$ cat src/rtl/aes_dom_byte_io.sv
// Byte-serial adapter between 128-bit plaintext/key registers and a byte-serial AES DOM core.
// Feeds plaintext/key bytes, collects ciphertext bytes, drives the scope trigger and a watchdog.
module aes_dom_byte_io #(
   parameter int unsigned NBYTES  = 16,
   parameter int unsigned TIMEOUT = 1024
) (
   input  logic                  clk,
   input  logic                  rst,
   input  logic                  start,
   input  logic [8*NBYTES-1:0]   ptxt,
   input  logic [8*NBYTES-1:0]   key,
   input  logic [7:0]            trg_delay,
   output logic                  core_start,
   output logic [7:0]            pin,
   output logic [7:0]            kin,
   input  logic                  core_done,
   input  logic [7:0]            cout,
   output logic [8*NBYTES-1:0]   ctxt,
   output logic                  busy,
   output logic                  valid,
   output logic                  err,
   output logic                  trg
);

   localparam int unsigned W       = 8 * NBYTES;
   localparam int unsigned CNT_W   = $clog2(NBYTES + 1);
   localparam int unsigned WD_W    = (TIMEOUT > 1) ? $clog2(TIMEOUT + 1) : 1;
   localparam int unsigned WD_LAST = (TIMEOUT == 0) ? 0 : TIMEOUT - 1;

   typedef enum logic [1:0] {
      S_IDLE,
      S_LOAD,
      S_WAIT,
      S_COLLECT
   } state_t;

   state_t             state, state_nxt;
   logic [W-1:0]       p_sr, p_sr_nxt;
   logic [W-1:0]       k_sr, k_sr_nxt;
   logic [CNT_W-1:0]   cnt, cnt_nxt;
   logic [WD_W-1:0]    wd, wd_nxt;
   logic [7:0]         tcnt, tcnt_nxt;
   logic               core_start_nxt;
   logic [7:0]         pin_nxt, kin_nxt;
   logic [W-1:0]       ctxt_nxt;
   logic               busy_nxt, valid_nxt, err_nxt, trg_nxt;

   // State and all registered outputs
   always_ff @(posedge clk or posedge rst) begin
      if (rst) begin
         state      <= S_IDLE;
         p_sr       <= '0;
         k_sr       <= '0;
         cnt        <= '0;
         wd         <= '0;
         tcnt       <= '0;
         core_start <= 1'b0;
         pin        <= '0;
         kin        <= '0;
         ctxt       <= '0;
         busy       <= 1'b0;
         valid      <= 1'b0;
         err        <= 1'b0;
         trg        <= 1'b0;
      end else begin
         state      <= state_nxt;
         p_sr       <= p_sr_nxt;
         k_sr       <= k_sr_nxt;
         cnt        <= cnt_nxt;
         wd         <= wd_nxt;
         tcnt       <= tcnt_nxt;
         core_start <= core_start_nxt;
         pin        <= pin_nxt;
         kin        <= kin_nxt;
         ctxt       <= ctxt_nxt;
         busy       <= busy_nxt;
         valid      <= valid_nxt;
         err        <= err_nxt;
         trg        <= trg_nxt;
      end
   end

   // Next-state and next-output logic
   always_comb begin
      state_nxt      = state;
      p_sr_nxt       = p_sr;
      k_sr_nxt       = k_sr;
      cnt_nxt        = cnt;
      wd_nxt         = wd;
      ctxt_nxt       = ctxt;
      busy_nxt       = busy;
      err_nxt        = err;
      core_start_nxt = 1'b0;
      valid_nxt      = 1'b0;
      pin_nxt        = 8'h00;
      kin_nxt        = 8'h00;
      // Trigger counter runs regardless of FSM state; trg fires the cycle after it reads 1
      trg_nxt        = (tcnt == 8'd1);
      tcnt_nxt       = (tcnt != 8'd0) ? tcnt - 8'd1 : tcnt;

      case (state)
         S_IDLE: begin
            if (start) begin
               p_sr_nxt       = ptxt;
               k_sr_nxt       = key;
               cnt_nxt        = '0;
               err_nxt        = 1'b0;
               core_start_nxt = 1'b1;
               busy_nxt       = 1'b1;
               tcnt_nxt       = trg_delay;
               state_nxt      = S_LOAD;
            end
         end

         S_LOAD: begin
            if (cnt == CNT_W'(NBYTES)) begin
               wd_nxt    = '0;
               state_nxt = S_WAIT;
            end else begin
               pin_nxt  = p_sr[W-1 -: 8];
               kin_nxt  = k_sr[W-1 -: 8];
               p_sr_nxt = {p_sr[W-9:0], 8'h00};
               k_sr_nxt = {k_sr[W-9:0], 8'h00};
               cnt_nxt  = cnt + CNT_W'(1);
            end
         end

         S_WAIT: begin
            if (core_done) begin
               ctxt_nxt  = {ctxt[W-9:0], cout};
               cnt_nxt   = CNT_W'(1);
               state_nxt = S_COLLECT;
            end else if (TIMEOUT != 0) begin
               // Counter stops at TIMEOUT; reaching it aborts without touching ctxt
               wd_nxt = wd + WD_W'(1);
               if (wd == WD_W'(WD_LAST)) begin
                  err_nxt   = 1'b1;
                  busy_nxt  = 1'b0;
                  state_nxt = S_IDLE;
               end
            end
         end

         S_COLLECT: begin
            ctxt_nxt = {ctxt[W-9:0], cout};
            cnt_nxt  = cnt + CNT_W'(1);
            if (cnt == CNT_W'(NBYTES - 1)) begin
               valid_nxt = 1'b1;
               busy_nxt  = 1'b0;
               state_nxt = S_IDLE;
            end
         end

         default: state_nxt = S_IDLE;
      endcase
   end

endmodule

$ cat config.mk
export PLATFORM = sky130hd
export DESIGN_NAME = aes_dom_byte_io
export DESIGN_NICKNAME = d
export VERILOG_FILES = /design/src/rtl/aes_dom_byte_io.sv
export SDC_FILE = /design/constraint.sdc
export NUM_CORES = 1
export LEC_CHECK = 0
export CORE_AREA = 2 2 213 298
export DETAILED_ROUTE_END_ITERATION = 8
export DIE_AREA = 0 0 215 300
export GPL_TIMING_DRIVEN = 0
export PLACE_DENSITY = 0.61
export SLEW_MARGIN = 25
export SYNTH_ARGS = -nofsm -noshare
export SYNTH_HDL_FRONTEND = slang
export SYNTH_SLANG_ARGS = --single-unit
$ cat constraint.sdc
create_clock -name clk -period 33.2 [get_ports clk]
set_clock_uncertainty 0.15 [all_clocks]
set_input_delay 6.64 -clock clk [delete_from_list [all_inputs] [get_ports clk]]
set_output_delay 6.64 -clock clk [all_outputs]
set_load 0.1 [all_outputs]
After elaboration in Yosys (flattened, before gate mapping)
Cells that the tools add are included.
{ "word_totals": {"ff_bits": 431, "output_inout_bits": 149} }
{ "classes": {"mux": 41, "n_reduce_logical": 14, "add_sub_neg": 3, "n_eq_ne": 15} }
{ "ops": {"columns": ["op", "n"], "rows": [
  ["128-bit one-hot mux with 2 select lines", 3],
  ["128-bit 2-to-1 mux", 5],
  ["8-bit 2-to-1 mux", 7],
  ["11-bit 2-to-1 mux", 2],
  ["11-bit one-hot mux with 2 select lines", 1],
  ["5-bit one-hot mux with 4 select lines", 1],
  ["5-bit 2-to-1 mux", 3],
  ["2-bit inequality test (second input constant)", 7],
  ["11-bit by 1-bit adder with 11-bit output (second input constant)", 1],
  ["11-bit by 10-bit == test with 1-bit output (second input constant)", 1],
  ["1-bit 2-to-1 mux", 11],
  ["2-bit 2-to-1 mux", 5],
  ["3-bit AND reduction", 3],
  ["8-bit by 1-bit == test with 1-bit output (second input constant)", 1],
  ["2-bit one-hot mux with 4 select lines", 1],
  ["4-bit AND reduction", 2],
  ["2-bit nonzero test", 4],
  ["8-bit nonzero test", 1],
  ["8-bit by 1-bit subtractor with 8-bit output (second input constant)", 1],
  ["5-bit by 1-bit adder with 5-bit output (second input constant)", 1],
  ["5-bit by 4-bit == test with 1-bit output (second input constant)", 1],
  ["5-bit == test (second input constant)", 1],
  ["5-bit AND reduction", 1],
  ["2-bit == test (second input constant)", 2],
  ["7 further kinds", 7]
]} }

Logic depth before layout (Yosys ltp)
Gate-level depths: netlist of run 1.
{ "logic_depth": {"depth_word": 4, "ltp_mapped": 8, "depth_no_buf": 6} }

Least setup slack after synthesis of run 1
Ideal clock, no wire load.
{ "synth_timing": {"kind": "input to register", "startpoint": "input port start", "endpoint": "register k_sr[106]", "slack_ps": 25243, "t_arrival_ps": 7681, "path_stages": 7, "path_cell_list": "or3b_1 -> buf_2 -> o21ai_2 -> buf_6 -> buf_6 -> buf_6 -> a31oi_1"} }
{ "synth_between": {"elab_chain_len": 2} }
{ "synth_rtl": {"columns": ["element", "line_no", "rtl"], "rows": [
  ["start: declaration", "9", "input logic start,"],
  ["2-bit inequality test (no line)", null, null],
  ["3-bit AND reduction (no line)", null, null],
  ["end signal: assignment", "68", "k_sr <= k_sr_nxt;"],
  ["end: declaration", "39", "logic [W-1:0] k_sr, k_sr_nxt;"]
]} }
No other way between the ends.
A chain may end at the register's enable or synchronous reset.

Worst setup path after layout of run 1
{ "layout_timing": {"startpoint": "register ctxt[18]", "endpoint": "output port ctxt[18]"} }
{ "layout_lines": {"columns": ["element", "line_no", "rtl"], "rows": [
  ["start: declaration", "18", "output logic [8*NBYTES-1:0] ctxt,"],
  ["start signal: assignment", "75", "ctxt <= ctxt_nxt;"]
]} }
No word-level cell between the ends.

==> flow_metrics.env, run 1 <==
export IMPL_ys_types=38
export IMPL_syn_nets=2133
export IMPL_drv_cap=0
export IMPL_cts_repair_resized=0
export IMPL_grt_setup_unrepaired="false"
export IMPL_final_nets=2608
export IMPL_grt_pass1_wl_mm=88.72
export IMPL_first_global_vias=15720
export IMPL_multi_input_area_mm2=0.006741
export IMPL_dp_slack_ns=23.97
export IMPL_dr_pass1_iters=5
export IMPL_clk_pin_slew_ns=0.06
export IMPL_path_buf_inv=1
export IMPL_fin_crit_ns=8.931
export IMPL_reg2reg_depth=7
export IMPL_syn2layout_area_growth_pct=37.56
export IMPL_drt_iter0_drc=941
export IMPL_fmax_ghz=0.1120
export IMPL_layout_cells_non_filler=3185
export IMPL_coreArea_mm2=0.06189
export IMPL_synth_area_top_cells="dfrtp_1, nand2_1, a31oi_1"
export IMPL_synth_top_area_share=0.5871
export IMPL_ctsHoldBuffers=0
export IMPL_max_slew_worst_pin_slew_ns=1.108
export IMPL_wire_per_inst_um=17.92
export IMPL_cts_buffers=45
export IMPL_synth_edf_count=0
export IMPL_whs_path_depth=1
export IMPL_dpl_hpwl_mm=43.91
export IMPL_vias_per_cell=4.701
export IMPL_path_class="flip-flop to output port"
export IMPL_worstPathArrival_ns=2.14
export IMPL_cts_sinks=431
export IMPL_grt_start_max_net_pins=103
export IMPL_cp_top_family="buffers and inverters"
export IMPL_dp_cells=3103
export IMPL_synthArstFlopShare=1.000
export IMPL_holdPathEnd="kin[2]$_DFF_PP0_"
export IMPL_slew_headroom=0.2590
export IMPL_yosysSeqAreaShare=0.5871
export IMPL_syn_inst=1850
export IMPL_die_x_um=215
export IMPL_nFillCells=6180
export IMPL_hold_viol_final=0
export IMPL_netlist_top_cells_count="nand2_1, dfrtp_1, nor2_1"
export IMPL_drcViolationCount=0
export IMPL_synth_area_mm2=0.01837
export IMPL_seq_area_mm2=0.01079
export IMPL_status="complete, no violations"
export IMPL_cp_slowest_stage_delay_ns=1.18
export IMPL_antenna_found_initial=6
export IMPL_required_ns=26.41
export IMPL_clk_path_buf_depth=3
export IMPL_clk_latency_ns=0.57
export IMPL_drive_gt1_frac=0.1213
export IMPL_yosys_warnings=0
export IMPL_cts_tree="yes"
export IMPL_yosysTopAreaCell="dfrtp_1"
export IMPL_start_kind="flip-flop"
export IMPL_clockRootBuffer="clkbuf_16"
export IMPL_post_cts_buffers=0
export IMPL_rrSetupSlack_ns=30.47
export IMPL_die_area_mm2=0.06450
export IMPL_r2r_end="p_sr[74]$_DFFE_PP0P_"
export IMPL_postRouteAntennaNets=0
export IMPL_setup_viol=0
export IMPL_io_buffer_count=424
export IMPL_min_delay_start="k_sr[122]$_DFFE_PP0P_"
export IMPL_rows=108
export IMPL_ys_ff_latch=431
export IMPL_grt_ovfl_total=0
export IMPL_final_setup_tns_ns=0
export IMPL_routed_wirelength_mm=57.09
export IMPL_synth_main_ff_cell="dfrtp_1"
export IMPL_grt_usage=0.1751
export IMPL_crit_path_end_kind="output port"
export IMPL_holdWs_ns=0.3305
export IMPL_cts_htree_levels=2
export IMPL_critPathMaxFanout=3
export IMPL_syn_avg_cell_area_um2=9.930
export IMPL_hold_class="flip-flop to flip-flop"
export IMPL_gp_congestion=0.8534
export IMPL_yosysMostFrequentCell="nand2_1"
export IMPL_maxSlewViolCount=0
export IMPL_reg2reg_from="state[1]$_DFFE_PP0P_"
export IMPL_cpMaxStageDelayCell="clkdlybuf4s50_1"
export IMPL_path_cells="clkdlybuf4s50_1"
export IMPL_start_util=0.2968
export IMPL_ios=425
export IMPL_die_h_um=300
export IMPL_fin_ws_ns=24.27
export IMPL_vias=14970
export IMPL_fin_crit_sh=0.2690
## layout by cell type, fill, tap and decap left out, types with 25 or more instances in the layout
| cell | synthesis | routed |
|---|---|---|
| clkbuf_16 | 0 | 45 |
| a31oi_1 | 241 | 241 |
| nor2_1 | 257 | 257 |
| clkbuf_1 | 58 | 67 |
| nand2_1 | 535 | 535 |
| buf_2 | 30 | 32 |
| clkdlybuf4s50_1 | 0 | 422 |
| dfrtp_1 | 431 | 431 |
| o21ai_0 | 26 | 25 |
| buf_6 | 29 | 29 |
| mux2_2 | 130 | 130 |
## metrics by stage
stage / utilization / cell area (µm²)
2_1_floorplan: - / 18370
3_3_place_gp: 0.3821 / 23650
3_5_place_dp: 0.3838 / 23760
4_1_cts: 0.4082 / 25260
5_1_grt: 0.4083 / 25270
6_report: 0.4083 / 25270
## how the worst max path moves through the flow
stage	from	to	slack, ns	cells past startpoint
CTS	ctxt[87]$_DFFE_PP0P_	ctxt[87]	24.22	1
finish	ctxt[18]$_DFFE_PP0P_	ctxt[18]	24.27	1
floorplan	rst	busy$_DFFE_PP0P_	14.41	1
detailed placement	core_done	ctxt[3]$_DFFE_PP0P_	23.97	5
global route	ctxt[40]$_DFFE_PP0P_	ctxt[40]	24.20	1
global placement	rst	err$_DFFE_PP0P_	9.56	2
## per-layer routing
layer / global-route usage / vias to the layer above / routed length (µm) / part of all wire
met3: 0.03561 / 110 / 3047 / 0.053
li1: - / 7185 / - / -
met5: 0 / - / 37 / 0.00065
met1: 0.2137 / 7239 / 24190 / 0.42
met4: 0.06453 / 6 / 1870 / 0.033
met2: 0.3057 / 434 / 27950 / 0.49
## cells by family (layout without fill, tap and decap cells)
| family | count (synthesis) | after routing | synth area share |
|---|---|---|---|
| AND/OR/NAND/NOR | 847 | 847 | 0.1813 |
| other | 0 | 3 | 0 |
| AO/OA/AOI/OAI | 278 | 278 | 0.09358 |
| buffers and inverters | 141 | 648 | 0.04597 |
| multiplexers | 130 | 130 | 0.07968 |
| adder cells (fa/ha/maj) | 7 | 7 | 0.004767 |
| flip-flops | 431 | 431 | 0.5871 |
| XOR/XNOR | 16 | 16 | 0.007628 |
## sequential cells by signal (all words and copies together), names as in the netlist
name,flops
ctxt,128
k_sr,128
p_sr,128
wd,11
kin,8
pin,8
tcnt,8
cnt,5
state,2
busy,1
core_start,1
err,1
trg,1
valid,1
## cell type report
class | instances | share of cell area
inverters | 8 | 0.001485
well taps | 825 | 0.04085
plain buffers | 133 | 0.03223
flip-flops and latches | 431 | 0.4268
repair buffers | 428 | 0.1719
clock inverters | 13 | 0.007278
diodes | 3 | 0.0002971
clock buffers | 66 | 0.05243
multi-input cells | 1278 | 0.2668
## worst register-to-register path, delay by kind of cell (launching register included)
family	cells	cell delay (ns)
compound gates	1	0.19
buf+inv	4	1.72
flops	1	0.31
simple gates	2	0.28
Power of run 1 is not shown: default switching activity piles up to over one toggle a cycle in this logic, so the estimate is an artifact.
==> run 2: changes to the inputs <==
--- a/config.mk
+++ b/config.mk
@@ -9,7 +9,7 @@
 export DETAILED_ROUTE_END_ITERATION = 8
 export DIE_AREA = 0 0 215 300
 export GPL_TIMING_DRIVEN = 0
-export PLACE_DENSITY = 0.61
+export PLACE_DENSITY = 0.63
 export SLEW_MARGIN = 25
 export SYNTH_ARGS = -nofsm -noshare
 export SYNTH_HDL_FRONTEND = slang
==> constraint.sdc (replaced) <==
create_clock -name clk -period 7.6 [get_ports clk]
set_clock_uncertainty 0.15 [all_clocks]
set_input_delay 1.52 -clock clk [delete_from_list [all_inputs] [get_ports clk]]
set_output_delay 1.52 -clock clk [all_outputs]
set_load 0.1 [all_outputs]
==> flow_metrics.env, run 2 (synthesis results as in run 1) <==
export IMPL_slew_headroom=0.2568
export IMPL_hold_viol_final=0
export IMPL_highest_layer="met5"
export IMPL_dr_pass1_iters=7
export IMPL_cp_top_family="buffers and inverters"
export IMPL_cts_repair_resized=0
export IMPL_whs_path_depth=1
export IMPL_rrSetupSlack_ns=4.88
export IMPL_path_cells="clkdlybuf4s50_1"
export IMPL_stdcell_area_mm2=0.02548
export IMPL_grt_start_max_net_pins=36
export IMPL_post_dp_cell_area_mm2=0.02394
export IMPL_final_nets=2617
export IMPL_maxSlewViolCount=0
export IMPL_ios=425
export IMPL_cts_tree="yes"
export IMPL_worstPathArrival_ns=2.17
export IMPL_postRouteAntennaNets=0
export IMPL_fmax_ghz=0.2607
export IMPL_path_class="flip-flop to output port"
export IMPL_grt_setup_unrepaired="false"
export IMPL_die_area_mm2=0.06450
export IMPL_die_x_um=215
export IMPL_clockRootBuffer="clkbuf_16"
export IMPL_cpMaxStageDelayCell="clkdlybuf4s50_1"
export IMPL_cts_htree_levels=2
export IMPL_drive_gt1_frac=0.1275
export IMPL_die_h_um=300
export IMPL_grt_usage=0.1759
export IMPL_dr_wl_met2_mm=28.48
export IMPL_drcViolationCount=0
export IMPL_start_kind="flip-flop"
export IMPL_wl_met3_mm=3.614
export IMPL_r2r_end="p_sr[114]$_DFFE_PP0P_"
export IMPL_routed_wirelength_mm=57.73
export IMPL_path_buf_inv=1
export IMPL_hold_class="flip-flop to flip-flop"
export IMPL_max_slew_worst_pin_slew_ns=1.111
export IMPL_grt_ovfl_total=0
export IMPL_clk_latency_ns=0.57
export IMPL_gp_congestion=0.8624
export IMPL_holdPathEnd="kin[5]$_DFF_PP0_"
export IMPL_critPathMaxFanout=3
export IMPL_syn2layout_area_growth_pct=38.69
export IMPL_status="complete, no violations"
export IMPL_drt_iter0_drc=1082
export IMPL_reg_top3="ctxt x128, k_sr x128, p_sr x128"
export IMPL_first_global_vias=15680
export IMPL_start_util=0.2968
export IMPL_drv_cap=0
export IMPL_reg2reg_depth=7
export IMPL_wire_per_inst_um=18.04
export IMPL_wirelength_met1_mm=23.41
export IMPL_required_ns=5.93
export IMPL_grt_pass1_wl_mm=88.84
export IMPL_fin_crit_ns=3.836
export IMPL_nFillCells=6089
export IMPL_cts_sinks=431
export IMPL_coreArea_mm2=0.06189
export IMPL_dpl_hpwl_mm=44.66
export IMPL_ctsHoldBuffers=0
export IMPL_clk_path_buf_depth=3
export IMPL_vias_per_cell=4.742
export IMPL_crit_path_end_kind="output port"
export IMPL_cts_buffers=44
export IMPL_reg2reg_from="state[1]$_DFFE_PP0P_"
export IMPL_clk_pin_slew_ns=0.06
export IMPL_setup_viol=0
export IMPL_cp_slowest_stage_delay_ns=1.20
export IMPL_final_cell_mix="nand2_1, dfrtp_1, clkdlybuf4s50_1"
export IMPL_rows=108
export IMPL_antenna_found_initial=7
export IMPL_post_cts_buffers=0
export IMPL_io_buffer_count=424
export IMPL_min_delay_start="k_sr[125]$_DFFE_PP0P_"
export IMPL_vias=15170
export IMPL_fin_crit_sh=0.5047
export IMPL_final_common_cell="nand2_1"
run 2: cell types whose count changed in the layout (fill, tap and decap cells not counted), moves of 2 or more:
cell             previous run  this run
buf_2                      32        30
clkinv_2                    3        11
clkdlybuf4s50_1           422       424
buf_12                      0        13
diode_2                     3         6
buf_16                      4         1
clkbuf_1                   67        61
run 2: how the worst max path moves through the flow:
stage | startpoint | end | cells past startpoint
after floorplan | rst | busy$_DFFE_PP0P_ | 1
after global placement | rst | p_sr[54]$_DFFE_PP0P_ | 2
after detailed placement | core_done | ctxt[3]$_DFFE_PP0P_ | 5
after CTS | ctxt[40]$_DFFE_PP0P_ | ctxt[40] | 1
after global routing | ctxt[55]$_DFFE_PP0P_ | ctxt[55] | 1
final | ctxt[55]$_DFFE_PP0P_ | ctxt[55] | 1
run 2: metal layers:
metal | GRT usage | vias up
met5 | 0 | -
met4 | 0.07340 | 6
met3 | 0.03935 | 126
met2 | 0.3073 | 496
met1 | 0.2088 | 7346
li1 | - | 7200
run 2: cell type report:
type / count / area, µm² / area share
multi-input combinational: 1278 / 6741 / 0.2646
buffer: 133 / 815.8 / 0.03202
timing repair buffer: 438 / 4532 / 0.1779
inverter: 8 / 33.78 / 0.001326
clock inverter: 20 / 217.7 / 0.008545
antenna: 6 / 15.01 / 0.0005893
clock buffer: 61 / 1306 / 0.05127
sequential: 431 / 10790 / 0.4233
tap: 825 / 1032 / 0.04051
run 2: metrics by stage:
stage	worst slack, ns	hold slack, ns	cells	util	TNS, ns
global route	3.702	0.3453	3198	0.4116	0
floorplan	0.1106	0.3043	1850	-	0
finish	3.764	0.3293	3200	0.4117	0
CTS	3.708	0.3357	3194	0.4114	0
detailed placement	3.244	0.3165	3113	0.3868	0
global placement	-2.521	0.3132	3099	0.3822	-1048.32
Power of run 2 is left out for the same reason.
